File: src/rtl/sine_period_detector.sv
// Period and peak-amplitude meter for a signed sinusoidal sample stream.
// Rising zero crossings are detected with symmetric hysteresis; one result per input cycle.
module sine_period_detector #(
    parameter int WIDTH     = 8,
    parameter int HYST      = 8,
    parameter int CNT_WIDTH = 16
) (
    input  logic                    clk,
    input  logic                    rst,
    input  logic                    in_valid,
    input  logic signed [WIDTH-1:0] in_sample,
    output logic [CNT_WIDTH-1:0]    period,
    output logic [WIDTH-2:0]        peak,
    output logic                    out_valid,
    output logic                    locked,
    output logic                    timeout
);

    typedef enum logic [1:0] {
        IDLE  = 2'd0,
        ARMED = 2'd1,
        RUN   = 2'd2
    } state_t;

    localparam logic signed [WIDTH-1:0] POS_TH   = WIDTH'(HYST);
    localparam logic signed [WIDTH-1:0] NEG_TH   = WIDTH'(-HYST);
    localparam logic signed [WIDTH-1:0] MOST_NEG = {1'b1, {(WIDTH-1){1'b0}}};
    localparam logic [WIDTH-2:0]        MAG_ONE  = (WIDTH-1)'(1);
    localparam logic [CNT_WIDTH-1:0]    CNT_ONE  = CNT_WIDTH'(1);
    // Largest count that may still be incremented into a representable period.
    localparam logic [CNT_WIDTH-1:0]    CNT_LIMIT = {{(CNT_WIDTH-1){1'b1}}, 1'b0};

    state_t                 state_reg, state_next;
    logic [CNT_WIDTH-1:0]   cnt_reg, cnt_next;
    logic [WIDTH-2:0]       peak_acc_reg, peak_acc_next;
    logic                   neg_seen_reg, neg_seen_next;
    logic [CNT_WIDTH-1:0]   period_reg, period_next;
    logic [WIDTH-2:0]       peak_reg, peak_next;
    logic                   locked_reg, locked_next;
    logic                   out_valid_reg, out_valid_next;
    logic                   timeout_reg, timeout_next;

    logic                   is_pos;
    logic                   is_neg;
    logic [WIDTH-2:0]       mag;
    logic [WIDTH-2:0]       peak_max;

    // Saturated |sample|: only the low bits are needed because the most negative
    // value is special-cased and every other magnitude fits in WIDTH-1 bits.
    always_comb begin
        if (in_sample == MOST_NEG) begin
            mag = '1;
        end else if (in_sample[WIDTH-1]) begin
            mag = ~in_sample[WIDTH-2:0] + MAG_ONE;
        end else begin
            mag = in_sample[WIDTH-2:0];
        end
    end

    assign is_pos   = (in_sample >= POS_TH);
    assign is_neg   = (in_sample <= NEG_TH);
    assign peak_max = (mag > peak_acc_reg) ? mag : peak_acc_reg;

    always_comb begin
        state_next     = state_reg;
        cnt_next       = cnt_reg;
        peak_acc_next  = peak_acc_reg;
        neg_seen_next  = neg_seen_reg;
        period_next    = period_reg;
        peak_next      = peak_reg;
        locked_next    = locked_reg;
        out_valid_next = 1'b0;
        timeout_next   = 1'b0;

        if (in_valid) begin
            unique case (state_reg)
                IDLE: begin
                    if (is_neg) begin
                        state_next = ARMED;
                    end
                end
                ARMED: begin
                    if (is_pos) begin
                        state_next    = RUN;
                        cnt_next      = '0;
                        peak_acc_next = mag;
                        neg_seen_next = 1'b0;
                    end
                end
                RUN: begin
                    if (is_pos && neg_seen_reg) begin
                        period_next    = cnt_reg + CNT_ONE;
                        peak_next      = peak_max;
                        out_valid_next = 1'b1;
                        locked_next    = 1'b1;
                        cnt_next       = '0;
                        neg_seen_next  = 1'b0;
                        peak_acc_next  = mag;
                    end else if (cnt_reg == CNT_LIMIT) begin
                        // No crossing within the counter range: drop lock and rearm.
                        timeout_next  = 1'b1;
                        locked_next   = 1'b0;
                        neg_seen_next = 1'b0;
                        cnt_next      = '0;
                        peak_acc_next = '0;
                        state_next    = IDLE;
                    end else begin
                        cnt_next      = cnt_reg + CNT_ONE;
                        peak_acc_next = peak_max;
                        if (is_neg) begin
                            neg_seen_next = 1'b1;
                        end
                    end
                end
                default: begin
                    state_next = IDLE;
                end
            endcase
        end
    end

    always_ff @(posedge clk or posedge rst) begin
        if (rst) begin
            state_reg     <= IDLE;
            cnt_reg       <= '0;
            peak_acc_reg  <= '0;
            neg_seen_reg  <= 1'b0;
            period_reg    <= '0;
            peak_reg      <= '0;
            locked_reg    <= 1'b0;
            out_valid_reg <= 1'b0;
            timeout_reg   <= 1'b0;
        end else begin
            state_reg     <= state_next;
            cnt_reg       <= cnt_next;
            peak_acc_reg  <= peak_acc_next;
            neg_seen_reg  <= neg_seen_next;
            period_reg    <= period_next;
            peak_reg      <= peak_next;
            locked_reg    <= locked_next;
            out_valid_reg <= out_valid_next;
            timeout_reg   <= timeout_next;
        end
    end

    assign period    = period_reg;
    assign peak      = peak_reg;
    assign locked    = locked_reg;
    assign out_valid = out_valid_reg;
    assign timeout   = timeout_reg;

endmodule

File: config.mk
export PLATFORM = sky130hd
export DESIGN_NAME = sine_period_detector
export DESIGN_NICKNAME = d
export VERILOG_FILES = /design/src/rtl/sine_period_detector.sv
export SDC_FILE = /design/constraint.sdc
export NUM_CORES = 1
export LEC_CHECK = 0
export BUFFER_PORTS_ARGS = -buffer_cell sky130_fd_sc_hd__buf_2
export CORE_UTILIZATION = 55
export DETAILED_ROUTE_END_ITERATION = 7
export HOLD_SLACK_MARGIN = 0.02
export PLACE_DENSITY = 0.85
export SLEW_MARGIN = 20
export SYNTH_ARGS = -nofsm -noshare
export SYNTH_HDL_FRONTEND = slang
export SYNTH_SLANG_ARGS = --single-unit
File: constraint.sdc
create_clock -name clk -period 5.15 [get_ports clk]
set_input_delay 0.515 -clock clk [delete_from_list [all_inputs] [get_ports clk]]
set_output_delay 0.515 -clock clk [all_outputs]
set_load 0.02 [all_outputs]
# Yosys cells after proc, flatten, opt, wreduce, memory -nomap -nowiden
# Index checks and enable logic that the tools add are counted.
[word_totals] reg_bits=52 inputBits=11 out_inout_bits=26
[op_classes] reduce_logical=9 n_lt_le_gt_ge=3 mux=30 n_addsub=2 bitwise_logic=1 eq_ne=9
[op_table] operator="$mux W16" count=3
[op_table] operator="$mux W7" count=6
[op_table] operator="$pmux W16 S2" count=1
[op_table] operator="$add A16 B1 Y16 const B" count=1
[op_table] operator="$eq A16 B16 Y1 const B" count=1
[op_table] operator="$pmux W7 S2" count=1
[op_table] operator="$mux W1" count=13
[op_table] operator="$reduce_and A3 Y1" count=3
[op_table] operator="$eq A8 B8 Y1 const B" count=1
[op_table] operator="$ge A8 B5 Y1 const B" count=1
[op_table] operator="$le A8 B4 Y1 const B" count=1
[op_table] operator="$mux W2" count=4
[op_table] operator="$ne A2 B2 Y1 const B" count=4
[op_table] operator="$add A7 B1 Y7 const B" count=1
[op_table] operator="$gt A7 B7 Y1" count=1
[op_table] operator="$not A7 Y7" count=1
[op_table] operator="$pmux W2 S3" count=1
[op_table] operator="$reduce_and A5 Y1" count=1
[op_table] operator="$ne A4 B4 Y1 const B" count=1
[op_table] operator="$reduce_and A4 Y1" count=1
[op_table] operator="$reduce_bool A2 Y1" count=2
[op_table] operator="$eq A2 B1 Y1 const B" count=1
[op_table] operator="$eq A2 B2 Y1 const B" count=1
[op_table] operator="$logic_not A2 Y1" count=1
[op_table] operator="other kinds (2)" count=2

# Logic depth before layout (Yosys ltp)
[depth] depth_word=9 mapped_depth=11 depth_no_buf=11

# Worst setup path after synthesis
# No wires, ideal clock.
[synth_path] kind="input-to-reg" from="in in_sample[3]" to="reg peak_acc_reg[1]" required_time_ps=5028 slack_ps=2165 setup_time_ps=122 n_path_buf=1 arrival_ps=2863 stages=10 cell_sequence="clkbuf_1 > nor4_4 > and3b_1 > nor3_1 > ha_1 > a21oi_1 > o21ai_0 > or2_2 > a31o_2 > a32o_1"
[synth_between] elab_chain_cells=9 word_cells_on_any_way=15 classes_between="add/sub (1); order compare (2); eq/ne (2); mux (7); bitwise (1); reduce/logical (2)"
[synth_lines] element="start: declaration" line_no="11" text="input logic signed [WIDTH-1:0] in_sample,"
[synth_lines] element="$not A7 Y7" line_no="54" text="mag = ~in_sample[WIDTH-2:0] + MAG_ONE;"
[synth_lines] element="$add A7 B1 Y7" line_no="54"
[synth_lines] element="$mux W7" line_no="53" text="end else if (in_sample[WIDTH-1]) begin"
[synth_lines] element="$mux W7" line_no="51" text="if (in_sample == MOST_NEG) begin"
[synth_lines] element="$gt A7 B7 Y1" line_no="62" text="assign peak_max = (mag > peak_acc_reg) ? mag : peak_acc_reg;"
[synth_lines] element="$mux W7" line_no="62"
[synth_lines] element="$mux W7" line_no="99" text="end else if (cnt_reg == CNT_LIMIT) begin"
[synth_lines] element="$mux W7" line_no="91" text="if (is_pos && neg_seen_reg) begin"
[synth_lines] element="$pmux W7 S2" line_no="76" text="unique case (state_reg)"
[synth_lines] element="end signal: assignment" line_no="136" text="peak_acc_reg <= peak_acc_next;"
[synth_lines] element="end: declaration" line_no="35" text="logic [WIDTH-2:0] peak_acc_reg, peak_acc_next;"
# Several ways; a longest one is shown, not always the timed one. The select of a mux whose other input is x is not followed.
# A chain may end at the register's enable or synchronous reset.

# Worst setup path after layout
[layout_path] from="in in_sample[6]" to="reg peak_acc_reg[5]"
# Same word-level chain as after synthesis.

==> metrics <==
setup TNS=0 ns; Crit Path Max Fanout=10; GP Congestion=0.859; final setup fails=0; Max-slew headroom=between 50% and 60%; Avg Inst Size Synth=about 9 sq um; Metal-1 WL=2680 um; max cap viols=0; Cells after Synth=325; CTS Hold Buffers Added=0; Worst EP arrival=3.39 ns; Initial Utilization=57.2%; placed insts=420; Achievable Freq=about 310 MHz; vias in the first global route=2213; clock tree buffer depth=2; number of fillers in the final layout=484; antenna-violating nets left=0; DR top layer=met4; fin. max-slew vios=0; synth warn=0; Synth Area in Adders=5.96%; post-route insts no fill=428; most frequent cell after synthesis=dfrtp_1; Slew @ Worst Pin=0.646 ns; post-synthesis sequential area ratio=44.3%; largest family of logic cells by synthesized area=simple AND/OR/NAND/NOR gates; endpoint class of the critical path=flop; post-synthesis register bit count=52; final WL=around 6000 um; Synth Area in Simple Gates=20.5%; RSZ-0062 raised after global routing=false; Resized Gates After CTS=0; initial antenna violation count=0; clock sink count=52; DR DRC count=0; n_diodes=0; post-synthesis xor/xnor area fraction=3.87%; routed len/inst=13.8 um; Int Power=0.000907 W; CTS Buf Count=5; clk_lat worst skew=0.31 ns; Detail Route met3 WL=186 um; ranking of synthesized cells by area=dfrtp_1, ha_1, a21oi_1; Synth Area in Compound Gates=18.8%; CTS tree=built; PwrDens=roughly 490 nW/um^2; crit path time final=3.19 ns; Post-Syn Area=approximately 2900 sq um; layout cells sized above 1=between 10% and 20%; Total Routing Usage GR=23.0%; Synth Flop Type=dfrtp_1; Die ar.=approximately 5600 sq um; number of synthesized flops with an enable pin=0; met2 WL=2930 um; Yosys cell types=46; Switching Share=a little over two fifths; IO Port Bufs=36; Leak Pwr=1.44 nW; multiplexer area fraction after synthesis=about 2.1%; Iteration-0 DRC Markers=about 150; Yosys top cell area share=44.3%; final instance area=~3300 sq um; part of the power in combinational logic=45.9%; Post-synth top cells=dfrtp_1, nor2_1, a21oi_1, nand2_1, inv_1; Pre-Repair DR Iteration Count=4; worst path required time=about 5.4 ns; register share of total power=about 40%; register clock-pin slew on the reported worst setup and hold paths=0.10 ns; Startpoint Class=input port; largest net degree at the start of global routing=between 50 and 60; DP HPWL=4430 um; P_sw=0.000675 W; final worst-path cycle share=between 60% and 70%; clk root buf=clkbuf_8; I/O pin count=37; Post-synth ARST share=100%; Nets=~380; total grt overflow=0; P&R area growth vs syn=10.9%; htree depth=2; skew final=0.0160 ns; CP Class=input port to flop; syn nets=between 300 and 400; final core occ=63.4%; Vias/cell=5.69; Max VDD drop=0.000257 V; min-delay worst type=input port to async pin; DIE HEIGHT=75.1 um; clock share of power=between 10% and 20%; Die Width=75.1 um; row count=26; vias post-DR=2435; dpl cell area=3170 sq um; core box area=about 5000 sq um; status=completed; final hold vios=0; first-pass GRT wire length=9770 um; leading area contributor after synthesis=dfrtp_1; post-CTS setup buffers=0
[cell type report]
cell class	count	area, sq um	share of cell area [%]
Multi-Input combinational cell	240	1510	46.4
Timing Repair Buffer	38	195	5.99
Clock inverter	3	21.3	0.652
Sequential cell	52	1300	39.9
Inverter	20	75.1	2.30
Tap cell	70	87.6	2.69
Clock buffer	5	68.8	2.11
[layer usage]
metal	vias to the layer above	GRT usage (%)
met5	-	0
met1	1161	27.5
li1	1216	-
met4	0	9.64
met3	10	4.15
met2	48	40.8
[worst paths after layout]
kind	startpoint	end	slack, ns	depth (start not counted)
max	in_sample[6]	peak_acc_reg[5]	1.96	10
min	rst	cnt_reg[6]	0.36	3
max reg2reg	cnt_reg[0]	peak_acc_reg[5]	2.79	7
min reg2reg	locked	locked	0.48	1
max in group asynchronous	rst	peak_acc_reg[6]	4.36	3
min in group clk	locked	locked	0.48	1
[power by group through the flow]
stage | Clock (W) | Sequential [W] | Combinational (W)
floorplan | 0 | 0.000730 | 0.000427
global placement | 0 | 0.000623 | 0.000710
detailed placement | 0 | 0.000628 | 0.000732
CTS | 0.000244 | 0.000620 | 0.000734
global route | 0.000256 | 0.000638 | 0.000822
finish | 0.000237 | 0.000618 | 0.000726
[kinds of logic after synthesis]
family,count (synthesis)
DFF,52
and+or+nand+nor,120
muxes,6
buffers and inverters,33
adders and majority gates,14
xor gates and xnor gates,13
AOI/OAI and AO/OA,87
[through the flow]
step	hold slack (ns)	power (W)	setup slack, ns
finish	0.358	0.00158	1.96
floorplan	0.466	0.00116	2.17
detailed placement	0.465	0.00136	1.65
global placement	0.460	0.00133	1.85
CTS	0.382	0.00160	1.98
global route	0.422	0.00172	1.75
[cells in the final DEF, fill, tap and decap left out, types with 3 or more instances in the layout]
| master | netlist | routed |
|---|---|---|
| a21oi_1 | 34 | 34 |
| a22o_1 | 6 | 6 |
| a31oi_1 | 7 | 7 |
| a32o_1 | 6 | 6 |
| buf_2 | 6 | 36 |
| clkbuf_8 | 0 | 5 |
| dfrtp_1 | 52 | 52 |
| ha_1 | 14 | 14 |
| inv_1 | 20 | 19 |
| mux2i_1 | 4 | 4 |
| nand2_1 | 26 | 26 |
| nand2b_1 | 5 | 5 |
| nand3_1 | 10 | 10 |
| nand3b_1 | 4 | 4 |
| nand4_1 | 7 | 7 |
| nor2_1 | 39 | 39 |
| nor2b_1 | 5 | 5 |
| nor3_1 | 7 | 7 |
| o21ai_0 | 16 | 16 |
| o2bb2ai_1 | 3 | 3 |
| or2_2 | 3 | 3 |
| xnor2_1 | 9 | 9 |
| xor2_1 | 4 | 4 |
[worst max-delay path, cell delays in order]
cell,delay [ns]
buf_2,0.13
nor4_4,0.57
nand2_1,0.18
a311oi_1,0.55
ha_1,0.34
nand2_1,0.06
o21ai_0,0.16
or2_2,0.35
a31o_2,0.26
a32o_1,0.27
No activity file was read; power rests on OpenSTA's default activity.
